`config.mk`:
```
export PLATFORM = sky130hd
export DESIGN_NAME = sfx_scheduler
export DESIGN_NICKNAME = d
export VERILOG_FILES = /design/src/rtl/sfx_scheduler_pkg.sv /design/src/rtl/sfx_priority_enc.sv /design/src/rtl/sfx_scheduler.sv
export SDC_FILE = /design/constraint.sdc
export NUM_CORES = 1
export LEC_CHECK = 0
export CAP_MARGIN = 0
export CORE_ASPECT_RATIO = 1.1
export CORE_MARGIN = 5
export CORE_UTILIZATION = 50
export DETAILED_ROUTE_END_ITERATION = 8
export GPL_ROUTABILITY_DRIVEN = 0
export PLACE_DENSITY = 0.8
export SLEW_MARGIN = 5
export SYNTH_ARGS = -nofsm -noshare
export SYNTH_HDL_FRONTEND = slang
export SYNTH_SLANG_ARGS = --single-unit
```
`constraint.sdc`:
```
create_clock -name CLK -period 3.1 [get_ports CLK]
set_clock_uncertainty 0.05 [all_clocks]
set_input_delay 0.62 -clock CLK [delete_from_list [all_inputs] [get_ports CLK]]
set_output_delay 0.62 -clock CLK [all_outputs]
set_load 0.02 [all_outputs]
```
`src/rtl/sfx_scheduler_pkg.sv`:
```
// Shared definitions for the sound-effect scheduler: FSM encoding, effect ids, terminator test.
// Latency: n/a (types, constants and a pure function only).
// Backpressure: n/a.
package sfx_scheduler_pkg;

    typedef enum logic [1:0] {
        ST_IDLE  = 2'd0,
        ST_FETCH = 2'd1,
        ST_LOAD  = 2'd2,
        ST_PLAY  = 2'd3
    } state_t;

    localparam logic [1:0] SFX_ID0 = 2'd0;
    localparam logic [1:0] SFX_ID1 = 2'd1;
    localparam logic [1:0] SFX_ID2 = 2'd2;
    localparam logic [1:0] SFX_ID3 = 2'd3;

    // A frame with zero half-period and zero duration marks the end of an effect.
    function automatic logic is_terminator(input logic [15:0] period, input logic [9:0] dur);
        return (period == 16'd0) && (dur == 10'd0);
    endfunction

endpackage

```
`src/rtl/sfx_priority_enc.sv`:
```
// Picks the highest-numbered set bit of the pending mask as the next effect to grant.
// Latency: purely combinational.
// Backpressure: none; found is low when the mask is empty.
module sfx_priority_enc
    import sfx_scheduler_pkg::*;
(
    input  logic [3:0] i_pend,
    output logic       o_found,
    output logic [1:0] o_id
);

    // Fixed priority, bit 3 wins
    always_comb begin
        o_found = |i_pend;
        o_id    = SFX_ID0;
        if (i_pend[3]) begin
            o_id = SFX_ID3;
        end else if (i_pend[2]) begin
            o_id = SFX_ID2;
        end else if (i_pend[1]) begin
            o_id = SFX_ID1;
        end
    end

endmodule

```
`src/rtl/sfx_scheduler.sv`:
```
// Four-effect sound scheduler: arbitrates requests, walks frame tables in ROM, drives a square synth.
// Latency: grant on the cycle after REQ; frame data reaches the synth two cycles after the grant.
// Backpressure: none; requests accumulate in a pending mask, TICK pulses are consumed only in PLAY.
module sfx_scheduler
    import sfx_scheduler_pkg::*;
#(
    parameter int                ADDR_W = 8,
    parameter logic [ADDR_W-1:0] START0 = ADDR_W'(8'h00),
    parameter logic [ADDR_W-1:0] START1 = ADDR_W'(8'h10),
    parameter logic [ADDR_W-1:0] START2 = ADDR_W'(8'h20),
    parameter logic [ADDR_W-1:0] START3 = ADDR_W'(8'h30)
) (
    input  logic              CLK,
    input  logic              RESET_N,
    input  logic              TICK,
    input  logic [3:0]        REQ,
    output logic [ADDR_W-1:0] FRAME_ADDR,
    input  logic [15:0]       FRAME_PERIOD,
    input  logic [9:0]        FRAME_DUR,
    output logic [15:0]       SYNTH_PERIOD,
    output logic              SYNTH_ENABLE,
    output logic              BUSY,
    output logic [1:0]        ACTIVE_ID,
    output logic              DONE
);

    state_t            r_state, w_state_nxt;
    logic [3:0]        r_pend, w_pend_nxt, w_pend;
    logic [ADDR_W-1:0] r_addr, w_addr_nxt, w_start;
    logic [15:0]       r_per, w_per_nxt;
    logic              r_en, w_en_nxt;
    logic              r_done, w_done_nxt;
    logic [1:0]        r_id, w_id_nxt, w_gid;
    logic [9:0]        r_dur, w_dur_nxt;
    logic [9:0]        r_pos, w_pos_nxt;
    logic              w_found, w_preempt, w_grant, w_end;

    // Same-cycle requests take part in arbitration, so a granted REQ pulse is consumed at once.
    assign w_pend = r_pend | REQ;

    sfx_priority_enc u_prio (
        .i_pend  (w_pend),
        .o_found (w_found),
        .o_id    (w_gid)
    );

    // Equal id means a retrigger of the running effect, handled exactly like a preemption.
    assign w_preempt = w_found && (w_gid >= r_id);

    // Frame-table start address of the effect the encoder selected
    always_comb begin
        case (w_gid)
            SFX_ID3: w_start = START3;
            SFX_ID2: w_start = START2;
            SFX_ID1: w_start = START1;
            default: w_start = START0;
        endcase
    end

    // Next-state and datapath updates; preemption overrides frame end and terminator handling
    always_comb begin
        w_state_nxt = r_state;
        w_pend_nxt  = w_pend;
        w_addr_nxt  = r_addr;
        w_per_nxt   = r_per;
        w_en_nxt    = r_en;
        w_done_nxt  = 1'b0;
        w_id_nxt    = r_id;
        w_dur_nxt   = r_dur;
        w_pos_nxt   = r_pos;
        w_grant     = 1'b0;
        w_end       = 1'b0;

        case (r_state)
            ST_IDLE: begin
                w_grant = w_found;
            end
            ST_FETCH: begin
                if (w_preempt) begin
                    w_grant = 1'b1;
                end else begin
                    w_state_nxt = ST_LOAD;
                end
            end
            ST_LOAD: begin
                if (w_preempt) begin
                    w_grant = 1'b1;
                end else if (is_terminator(FRAME_PERIOD, FRAME_DUR)) begin
                    w_end = 1'b1;
                end else begin
                    // A rest frame keeps the previous half-period so the synth sees no glitch value.
                    if (FRAME_PERIOD != 16'd0) begin
                        w_per_nxt = FRAME_PERIOD;
                    end
                    w_en_nxt    = (FRAME_PERIOD != 16'd0);
                    w_dur_nxt   = FRAME_DUR;
                    w_pos_nxt   = 10'd0;
                    w_state_nxt = ST_PLAY;
                end
            end
            ST_PLAY: begin
                if (w_preempt) begin
                    w_grant = 1'b1;
                end else if (TICK) begin
                    if (r_pos == r_dur) begin
                        // The last table entry ends the effect instead of wrapping to address 0.
                        if (r_addr == {ADDR_W{1'b1}}) begin
                            w_end = 1'b1;
                        end else begin
                            w_addr_nxt  = r_addr + ADDR_W'(1);
                            w_state_nxt = ST_FETCH;
                        end
                    end else begin
                        w_pos_nxt = r_pos + 10'd1;
                    end
                end
            end
        endcase

        if (w_end) begin
            w_done_nxt  = 1'b1;
            w_en_nxt    = 1'b0;
            w_state_nxt = ST_IDLE;
            w_grant     = w_found;
        end

        if (w_grant) begin
            w_id_nxt           = w_gid;
            w_addr_nxt         = w_start;
            w_en_nxt           = 1'b0;
            w_state_nxt        = ST_FETCH;
            w_pend_nxt[w_gid]  = 1'b0;
        end
    end

    // State and datapath registers with asynchronous clear
    always_ff @(posedge CLK or negedge RESET_N) begin
        if (!RESET_N) begin
            r_state <= ST_IDLE;
            r_pend  <= 4'd0;
            r_addr  <= '0;
            r_per   <= 16'd0;
            r_en    <= 1'b0;
            r_done  <= 1'b0;
            r_id    <= 2'd0;
            r_dur   <= 10'd0;
            r_pos   <= 10'd0;
        end else begin
            r_state <= w_state_nxt;
            r_pend  <= w_pend_nxt;
            r_addr  <= w_addr_nxt;
            r_per   <= w_per_nxt;
            r_en    <= w_en_nxt;
            r_done  <= w_done_nxt;
            r_id    <= w_id_nxt;
            r_dur   <= w_dur_nxt;
            r_pos   <= w_pos_nxt;
        end
    end

    assign FRAME_ADDR   = r_addr;
    assign SYNTH_PERIOD = r_per;
    assign SYNTH_ENABLE = r_en;
    assign BUSY         = (r_state != ST_IDLE);
    assign ACTIVE_ID    = r_id;
    assign DONE         = r_done;

endmodule

```
* Word level (Yosys, flattened, before mapping)
Cells that the tools add are included.
Word-level totals: bits in registers 54, bits in latches 0, RAM bits 0, memory bits (read-only) 0, input port bits 33, memories kept 0
Cells by class: $add $sub $neg 2, multiply operators 0, div/mod/pow operators 0, $lt $le $gt $ge 3, equal/unequal tests 24, shifts and indexed selects 0, mux-type cells 45, bitwise logic cells 5, reductions and logical operators 22
Operators with widths (number):
- 10-bit 2-to-1 mux | 5
- 8-bit 2-to-1 mux | 6
- 4-bit != test, second input constant | 7
- 2-bit 2-to-1 mux | 11
- 10-bit one-hot mux with 2 select lines | 1
- 6-bit one-hot mux with 3 select lines | 1
- 16-bit logical NOT | 1
- 1-bit 2-to-1 mux | 16
- 16-bit nonzero test | 1
- 2-bit != test, second input constant | 6
- 10-bit by 1-bit adder with 10-bit output, second input constant | 1
- 10-bit == test | 1
- 10-bit logical NOT | 1
- 2-bit nonzero test | 5
- 8-bit by 1-bit adder with 8-bit output, second input constant | 1
- 2-bit == test, second input constant | 4
- 8-bit == test, second input constant | 1
- 8-bit AND reduction | 1
- 2-bit one-hot mux with 3 select lines | 1
- 3-bit AND reduction | 2
- 6-bit AND reduction | 1
- 5-bit AND reduction | 1
- 5-bit nonzero test | 1
- 4-bit AND | 1
- other kinds (19) | 24

* Longest topological paths before layout
Gate-level depths: netlist of the first run.
word-level depth 11, depth in mapped cells 11, depth with buffers taken out 9

* By module
A second synthesis of the first run with hierarchy kept.
Second synthesis, totals: cell total of the unflattened synthesis 257, area, all modules 2717.6 µm²
By module, submodules not included:
- sfx_scheduler | instances 1, cells each 253, area an instance 2693.8 µm², sequential area each 1351.3 µm²
- sfx_priority_enc | instances 1, cells each 4, area an instance 23.8 µm², sequential area each 0.0 µm²

* Worst setup path after synthesis of the first run
OpenSTA, ideal clock, no wires.
path type input to register, start in REQ[1], end reg r_pos[8], arrival 2.645 ns, required time 2.973 ns, path slack 0.328 ns, cell stages on the path 9, buffers on the path 0, path through nor2_1 -> o31a_1 -> ha_1 -> nand2b_1 -> a21oi_1 -> o21ai_4 -> or3_4 -> or4_1 -> a21oi_1
On the way: word-level cells in the longest chain between the ends 8, elaborated cells between the ends (all ways) 10
RTL lines:
- start, declared | RTL line sfx_scheduler.sv:16 | input logic [3:0] REQ,
- 4-bit bitwise OR (*) | RTL line sfx_scheduler.sv:39 | assign w_pend = r_pend | REQ;
- 1-bit 2-to-1 mux | RTL line sfx_priority_enc.sv:20 | end else if (i_pend[1]) begin
- 2-bit 2-to-1 mux | RTL line sfx_priority_enc.sv:18 | end else if (i_pend[2]) begin
- 2-bit 2-to-1 mux | RTL line sfx_priority_enc.sv:16 | if (i_pend[3]) begin
- 2-bit greater-or-equal comparator | RTL line sfx_scheduler.sv:48 | assign w_preempt = w_found && (w_gid >= r_id);
- 1-bit logical AND (*) | RTL line sfx_scheduler.sv:48
- 2-bit != test (no line)
- 6-bit AND reduction (no line) (*)
- end signal, assigned | RTL line sfx_scheduler.sv:157 | r_pos <= w_pos_nxt;
- end, declared | RTL line sfx_scheduler.sv:35 | logic [9:0] r_pos, w_pos_nxt;
Mark *: on every way between the ends. The rest lies on a longest branch, timed or not. A chain may end at the register's enable or synchronous reset.

* Worst setup path in the final report of the first run
Ends and elaborated chain as after synthesis.

==> results.json, run 1 <==
{
  "synth_edf_count": 0,
  "required_ps": 3290,
  "cts_resized": 0,
  "ff2ff_setup_slack_ps": 570,
  "seqPwrFrac": 0.417,
  "ys_top_cells_by_area": "dfrtp_1, mux2_2, xnor2_1",
  "viasPerCell": 5.44,
  "cp_max_fo": 3,
  "initial_utilization": 0.520,
  "crit_slowest_cell": "clkdlybuf4s50_1",
  "yosysTopAreaCell": "dfrtp_1",
  "ys_async_sr_fraction": 1.00,
  "grt_max_degree": 31,
  "worstSetupPathType": "in2reg",
  "rsz0062_at_grt": "no",
  "h-tree-depth": 2,
  "p_sw_frac": 0.357,
  "die_y_um": 86.2,
  "core.rowCount": 27,
  "final_cells": 390,
  "tritoncts": "built",
  "synth_ff_type": "dfrtp_1",
  "placedCellCount": 383,
  "drive_gt1_frac": 0.145,
  "holdBufCountCts": 0,
  "area_delta_synth_final_pct": 32.5,
  "grt_overflow": 0,
  "worst-slew-pin-transition_ps": 614,
  "nets": 369,
  "combPwrFrac": 0.438,
  "grt_pass1_wl_mm": 10.3,
  "die_area_mm2": 0.00683,
  "cts.reportedPaths.clkPinSlew_ps": 90,
  "portBuffers": 61,
  "diodes": 0,
  "ant_nets": 0,
  "cap_viol_max_count": 0,
  "grt_pass1_vias": 2230,
  "powerDensity_mw_per_mm2": 735,
  "r2r_cells": 9,
  "period_share": 0.926,
  "drt_iter0_markers": 72,
  "worstPathArrival_ps": 3050,
  "synthDistinctLibCells": 39,
  "p_sw_uw": 917,
  "core_area_mm2": 0.00507,
  "setup_viol": 0,
  "drt_wl_total_mm": 5.92,
  "hold_ws_ps": 236,
  "place_hpwl_mm": 4.64,
  "fmax_mhz": 349,
  "tns_ps": 0,
  "path_common_cell": "a21oi_1",
  "final_cell_mix": "clkdlybuf4s50_1, dfrtp_1, nand2_1",
  "antenna_found_initial": 0,
  "worstPathCellList": "clkdlybuf4s50_1 > nor2_1 > o31a_1 > ha_1 > nand2b_1 > a21oi_1 > buf_4 > o21ai_4 > or3_4 > or4_1 > a21oi_1",
  "drc": 0,
  "outcome": "complete, no violations",
  "ys_ff_latch": 54,
  "insertion_delay_ps": 300,
  "syn_nets": 291,
  "syn_avg_cell_area_um2": 10.4,
  "hold_class": "in2async",
  "post-route-util": 0.690,
  "seqCellArea_mm2": 0.00135,
  "fin_crit_ps": 2870,
  "p_int_uw": 1650,
  "power_uw": 2570,
  "synth_top_area_share": 0.512,
  "fillers": 418,
  "cts_sinks": 54,
  "critPathCaptureType": "flop",
  "clock_path_buffers": 2,
  "vias": 2123,
  "hold_violations": 0,
  "critPathMaxStageDelay_ps": 450,
  "ys_warn_count": 0,
  "power_frac_clock": 0.146,
  "crit_buf_inv": 2,
  "vdd_ir_drop_max_mv": 0.467,
  "netlist_instances": 254,
  "relSlewSlack": 0.588,
  "r2r_start": "r_pend[2]",
  "die_x_um": 79.3,
  "globalRouteTotalUtil": 0.187,
  "dr.pass1.iters": 4,
  "wl_per_cell_um": 15.2,
  "syn_area_mm2": 0.00264,
  "ys_seq_area_frac": 0.512,
  "final-max-slew-violation-count": 0,
  "startpoint_type": "input port",
  "numCtsBuffers": 5,
  "final_common_cell": "clkdlybuf4s50_1",
  "cp_top_family": "simple AND/OR/NAND/NOR gates",
  "leakage_uw": 0.00154,
  "cts-root-buf": "clkbuf_8",
  "cts_setup_buffers": 0,
  "io_pins": 62,
  "multi_input_area_mm2": 0.00121,
  "reg2reg_to": "r_pos[8]"
}
## power groups by stage
stage | clock network [uW] | logic (uW) | registers (uW)
floorplan | 0 | 496 | 1200
global placement | 0 | 1110 | 1070
detailed placement | 0 | 1130 | 1090
CTS | 384 | 1140 | 1070
global route | 416 | 1240 | 1100
finish | 374 | 1120 | 1070
## cell families after synthesis
logic type / share of synthesized area
xor+xnor: 0.0697
flops: 0.512
simple gates: 0.222
fa+ha+maj: 0.0190
buf+inv: 0.0285
compound gates: 0.0569
mux: 0.0911
## routing by layer
layer / up-vias / routed length (um) / global-route usage
met5: - / 0 / 0
met4: 0 / 120 / 0.0625
met3: 13 / 301 / 0.0353
met2: 65 / 2960 / 0.319
met1: 1003 / 2530 / 0.239
li1: 1042 / - / -
## Yosys cell counts (all sizes together), types with 4 or more instances
cell and n:
nand2 39, nor4 12, dfrtp 54, mux2 16
mux2i 6, nand3 12, xnor2 18, clkbuf 4
nand4 8, nand2b 4, a21oi 10, inv 6
o21ai 8, ha 4, nor2 20, and3 6
## registers in the layout (all words and copies together) (netlist names)
signal,flops
SYNTH_ENABLE,1
r_pos,10
SYNTH_PERIOD,16
r_pend,4
r_state,2
DONE,1
FRAME_ADDR,8
r_dur,10
ACTIVE_ID,2
## stage by stage
| step | setup slack [ps] | area [um^2] |
|---|---|---|
| finish | 231 | 3490 |
| global route | 109 | 3490 |
| CTS | 236 | 3490 |
| detailed placement | -83.3 | 3420 |
| global placement | -53.5 | 3420 |
| floorplan | 328 | 2640 |
## cell type report
class / instances / area share
Inverter: 6 / 0.00644
Clock buffer: 5 / 0.0197
Timing Repair Buffer: 78 / 0.217
Tap cell: 58 / 0.0208
Clock inverter: 2 / 0.00286
Multi-Input combinational cell: 187 / 0.347
Sequential cell: 54 / 0.387
## worst max-delay path by stage
stage,start,to,slack [ps],cells past startpoint
floorplan,REQ[1],r_pos[8],330,9
global placement,REQ[1],r_pos[8],-50,11
global route,REQ[1],r_pos[9],110,11
detailed placement,REQ[1],r_pos[8],-80,11
finish,REQ[1],r_pos[8],230,11
CTS,REQ[1],r_pos[8],240,11
Note: power is estimated with default switching activity, not from simulation.
==> run 2, diff against run 1 <==
--- a/config.mk
+++ b/config.mk
@@ -12,5 +12,7 @@
 export DETAILED_ROUTE_END_ITERATION = 8
 export GPL_ROUTABILITY_DRIVEN = 0
+export GPL_TIMING_DRIVEN = 1
 export PLACE_DENSITY = 0.8
+export SETUP_SLACK_MARGIN = 0.3
 export SLEW_MARGIN = 5
 export SYNTH_ARGS = -nofsm -noshare
--- a/constraint.sdc
+++ b/constraint.sdc
@@ -3,3 +3,3 @@
 set_input_delay 0.62 -clock CLK [delete_from_list [all_inputs] [get_ports CLK]]
 set_output_delay 0.62 -clock CLK [all_outputs]
-set_load 0.02 [all_outputs]
+set_load 0.1 [all_outputs]
==> results.json, run 2 (synthesis gave the netlist of run 1 again) <==
{
  "die_y_um": 86.2,
  "crit_slowest_cell": "or4_4",
  "nets": 370,
  "final_common_cell": "dfrtp_1",
  "p_int_uw": 1720,
  "drive_gt1_frac": 0.266,
  "h-tree-depth": 2,
  "final_cell_mix": "dfrtp_1, buf_4, nand2_1",
  "worst-slew-pin-transition_ps": 672,
  "drt-met1-wl_mm": 2.63,
  "fmax_mhz": 379,
  "final_cells": 392,
  "vias": 2152,
  "r2r_start": "r_pos[8]",
  "holdBufCountCts": 0,
  "wl_met2_mm": 3.13,
  "clock_path_buffers": 2,
  "portBuffers": 61,
  "initial_utilization": 0.520,
  "largest_reg_flops": 16,
  "p_sw_frac": 0.501,
  "numCtsBuffers": 5,
  "drc": 0,
  "dr.pass1.iters": 4,
  "drt_wl_total_mm": 6.16,
  "diodes": 0,
  "insertion_delay_ps": 310,
  "vdd_ir_drop_max_mv": 0.796,
  "setup_viol": 0,
  "worstPathCellList": "dlygate4sd2_1 > o31a_1 > ha_1 > nand2b_4 > a21oi_4 > o21ai_4 > or3_4 > or4_4 > a21oi_2",
  "die_area_mm2": 0.00683,
  "grt_pass1_vias": 2216,
  "period_share": 0.851,
  "power_frac_clock": 0.120,
  "tritoncts": "built",
  "core_area_mm2": 0.00507,
  "area_delta_synth_final_pct": 33.9,
  "startpoint_type": "input port",
  "ant_nets": 0,
  "ff2ff_setup_slack_ps": 600,
  "core.rowCount": 27,
  "relSlewSlack": 0.548,
  "globalRouteTotalUtil": 0.188,
  "critPathCaptureType": "flop",
  "fin_crit_ps": 2640,
  "critPathMaxStageDelay_ps": 430,
  "worstSetupPathType": "in2reg",
  "reg2reg_to": "FRAME_ADDR[3]",
  "hold_violations": 0,
  "cts.reportedPaths.clkPinSlew_ps": 100,
  "combPwrFrac": 0.568,
  "cts_sinks": 54,
  "rsz0062_at_grt": "no",
  "antenna_found_initial": 0,
  "hold_class": "in2async",
  "p_sw_uw": 1720,
  "post-route-util": 0.697,
  "wl_met3_um": 265,
  "grt_max_degree": 29,
  "cp_max_fo": 3,
  "setup_slack_ps": 462,
  "cp_top_family": "simple AND/OR/NAND/NOR gates",
  "grt_pass1_wl_mm": 10.2,
  "cap_viol_max_count": 0,
  "viasPerCell": 5.49,
  "leakage_uw": 0.00163,
  "powerDensity_mw_per_mm2": 974,
  "outcome": "complete, no violations",
  "drt_iter0_markers": 97,
  "final-max-slew-violation-count": 0,
  "preCtsSetupSlack_ps": -215,
  "seqPwrFrac": 0.313,
  "highest_layer": "met4",
  "placedCellCount": 381,
  "grt_overflow": 0,
  "cts-root-buf": "clkbuf_8",
  "io_pins": 62,
  "crit_buf_inv": 1,
  "required_ps": 3300,
  "place_hpwl_mm": 4.64,
  "design_area_mm2": 0.00353,
  "wl_per_cell_um": 15.7,
  "r2r_cells": 7,
  "worstPathArrival_ps": 2840,
  "die_x_um": 79.3,
  "placed_area_mm2": 0.00334
}
==> run 2: cell count changes in the layout (fill, tap and decap cells not counted), sizes merged <==
cell	change
buf	+29
clkbuf	+2
clkdlybuf4s50	-32
clkinv	-1
clkinvlp	+1
dlygate4sd2	+1
dlymetal6s2s	+2
==> run 2: layer usage <==
metal,vias up,track usage
met3,14,0.0343
met5,-,0
met2,57,0.325
met4,0,0.0734
li1,1043,-
met1,1038,0.232
==> run 2: power groups by stage <==
stage          registers, uW  logic, uW  clock network (uW)
3_5_place_dp            1090       1810                   0
2_1_floorplan           1900        522                   0
3_3_place_gp            1070       1790                   0
5_1_grt                 1110       2050                 457
6_report                1080       1950                 412
4_1_cts                 1070       1860                 418
==> run 2: worst max path at each step <==
stage	startpoint	to	cells after the start
after floorplan	REQ[1]	r_pos[8]	9
after global placement	REQ[2]	r_pos[8]	9
after detailed placement	REQ[2]	r_pos[8]	9
after CTS	REQ[1]	r_pos[8]	10
after global routing	FRAME_PERIOD[13]	ACTIVE_ID[0]	8
final	REQ[2]	r_pos[8]	9
==> run 2: repair_timing <==
item                       CTS  global route
setup endpoints to repair    2            34
gates cloned                 0             1
setup buffers                0             2
gates resized for setup      7             7
pin swaps                    3             7
==> run 2: metrics by stage <==
step	TNS, ps	hold WS (ps)	total power [uW]
5_1_grt	0	303	3610
3_5_place_dp	-377	433	2900
2_1_floorplan	0	274	2420
6_report	0	261	3440
3_3_place_gp	-271	431	2860
4_1_cts	0	281	3350
==> run 2: cell type report <==
cell class              instances  area, um^2
fillers                       405        1540
flip-flops and latches         54        1350
multi-input cells             187        1260
repair buffers                 79         727
clock buffers                   6        82.6
well taps                      58        72.6
inverters                       6        22.5
clock inverters                 2        12.5
==> run 3, diff against run 2 <==
- ABC_AREA: not set -> 1
- CORE_ASPECT_RATIO: 1.1 -> not set
- CORE_UTILIZATION: 50 -> 51
==> results.json, run 3 <==
{
  "post-route-util": 0.690,
  "netlist_instances": 358,
  "power_frac_clock": 0.115,
  "synth_edf_count": 0,
  "combPwrFrac": 0.595,
  "seqPwrFrac": 0.290,
  "placedCellCount": 492,
  "globalRouteTotalUtil": 0.188,
  "yosysTopAreaCell": "dfrtp_1",
  "ff2ff_setup_slack_ps": 680,
  "drive_gt1_frac": 0.227,
  "synthMostInstantiatedCell": "nand2_1",
  "rsz0062_at_grt": "no",
  "ys_seq_area_frac": 0.459,
  "seqCellArea_mm2": 0.00135,
  "insertion_delay_ps": 310,
  "period_share": 0.866,
  "area_delta_synth_final_pct": 30.5,
  "cts-root-buf": "clkbuf_8",
  "die_x_um": 86.0,
  "r2r_cells": 18,
  "place_hpwl_mm": 4.98,
  "portBuffers": 61,
  "synth_top_area_share": 0.459,
  "dr.pass1.iters": 4,
  "worstSetupPathType": "in2reg",
  "grt_overflow": 0,
  "worstPathArrival_ps": 2840,
  "core_area_mm2": 0.00557,
  "yosys-top-cells-count": "nand2_1, dfrtp_1, inv_1",
  "required_ps": 3260,
  "vdd_ir_drop_max_mv": 0.869,
  "fillers": 480,
  "fin_crit_ps": 2680,
  "holdBufCountCts": 0,
  "tns_ps": 0,
  "final-max-slew-violation-count": 0,
  "grt_pass1_vias": 2481,
  "final_cells": 512,
  "cp_max_fo": 6,
  "path_common_cell": "nand2_1",
  "ant_nets": 0,
  "drc": 0,
  "cts.reportedPaths.clkPinSlew_ps": 100,
  "cap_viol_max_count": 0,
  "nets": 476,
  "numCtsBuffers": 5,
  "grt_pass1_wl_mm": 11.2,
  "fmax_mhz": 373,
  "hold_class": "in2async",
  "clock_path_buffers": 2,
  "synth_ff_type": "dfrtp_1",
  "grt_max_degree": 33,
  "leakage_uw": 0.00191,
  "multi_input_area_mm2": 0.00139,
  "io_pins": 62,
  "largest_reg_flops": 16,
  "worst-slew-pin-transition_ps": 513,
  "crit_slowest_cell": "clkdlybuf4s50_1",
  "drt_iter0_markers": 192,
  "p_sw_uw": 2130,
  "ys_ff_latch": 54,
  "p_int_uw": 1990,
  "relSlewSlack": 0.657,
  "wl_per_cell_um": 13.4,
  "powerDensity_mw_per_mm2": 1070,
  "synthDistinctLibCells": 28,
  "syn_avg_cell_area_um2": 8.23,
  "hold_violations": 0,
  "cts_sinks": 54,
  "reg2reg_to": "r_state[1]",
  "final_common_cell": "nand2_1",
  "r2r_start": "r_pend[1]",
  "initial_utilization": 0.528,
  "critPathCaptureType": "flop",
  "core.rowCount": 27,
  "syn_area_mm2": 0.00295,
  "worstPathCellList": "clkdlybuf4s50_1 > nor2_4 > inv_1 > a21oi_2 > ha_1 > inv_1 > nand2_1 > nand2_1 > nand2_2 > o21ai_4 > inv_2 > nor2_4 > nand2_2 > nand3_4 > nand2_8 > buf_8 > buf_6 > nand4_1 > nand2_1",
  "startpoint_type": "input port",
  "diodes": 0,
  "die_area_mm2": 0.00740,
  "ys_top_cells_by_area": "dfrtp_1, nand2_1, inv_1",
  "die_y_um": 86.0,
  "p_sw_frac": 0.517,
  "ys_warn_count": 0,
  "ys_async_sr_fraction": 1.00,
  "critPathMaxStageDelay_ps": 440,
  "tritoncts": "built",
  "h-tree-depth": 2,
  "final_cell_mix": "nand2_1, dfrtp_1, inv_1",
  "antenna_found_initial": 0,
  "viasPerCell": 5.05,
  "setup_viol": 0,
  "syn_nets": 395,
  "outcome": "complete, no violations",
  "vias": 2585,
  "drt_wl_total_mm": 6.88
}
run 3: final cells by class:
class,count,area share
Tap cell,72,0.0234
Clock inverter,2,0.00976
Multi-Input combinational cell,246,0.362
Sequential cell,54,0.351
Timing Repair Buffer,80,0.184
Inverter,52,0.0508
Clock buffer,6,0.0189
run 3: worst max-delay path, delay by kind of cell:
kind	cells	cell delay, ps
compound gates	2	230
fa+ha+maj	1	240
buf+inv	6	890
simple gates	10	840
run 3: stage by stage:
step,hold WS (ps),power (uW),instance area [um^2],setup slack [ps]
2_1_floorplan,274,2860,2950,588
3_3_place_gp,422,3280,3570,137
3_5_place_dp,425,3340,3570,49.3
4_1_cts,234,3820,3680,366
5_1_grt,249,4380,3840,247
6_report,228,4130,3840,417
run 3: timing repair:
item,in CTS,in global routing
setup buffers,0,12
endpoints found under the setup margin,0,35
resized for setup,0,20
run 3: worst max-delay path by stage:
stage / startpoint / endpoint / slack [ps] / depth (start not counted)
after floorplan: FRAME_ADDR[1] / FRAME_ADDR[3] / 590 / 11
after global placement: REQ[1] / FRAME_ADDR[3] / 140 / 19
after detailed placement: REQ[1] / FRAME_ADDR[0] / 50 / 17
after CTS: REQ[1] / FRAME_ADDR[1] / 370 / 18
after global routing: REQ[3] / FRAME_ADDR[4] / 250 / 20
final: REQ[3] / r_state[1] / 420 / 19
run 3: cells by family after synthesis:
| kind of cell | count (synthesis) | share of synthesized area |
|---|---|---|
| adders and majority gates | 4 | 0.0170 |
| AOI/OAI and AO/OA | 41 | 0.0850 |
| muxes | 10 | 0.0433 |
| DFF | 54 | 0.459 |
| and+or+nand+nor | 179 | 0.277 |
| buffers and inverters | 58 | 0.0833 |
| xor gates and xnor gates | 12 | 0.0357 |
run 3: metal layers:
metal,global-route usage,share of wire,up-vias
met3,0.0451,0.052,11
met5,0,0,-
met2,0.323,0.53,68
met4,0.0460,0.014,0
met1,0.236,0.41,1208
li1,-,-,1298
run 3: power groups by stage:
stage	Combinational [uW]	Sequential, uW	Clock, uW
global route	2620	1230	520
CTS	2150	1190	485
detailed placement	2140	1200	0
global placement	2090	1190	0
floorplan	827	2040	0
finish	2460	1200	477
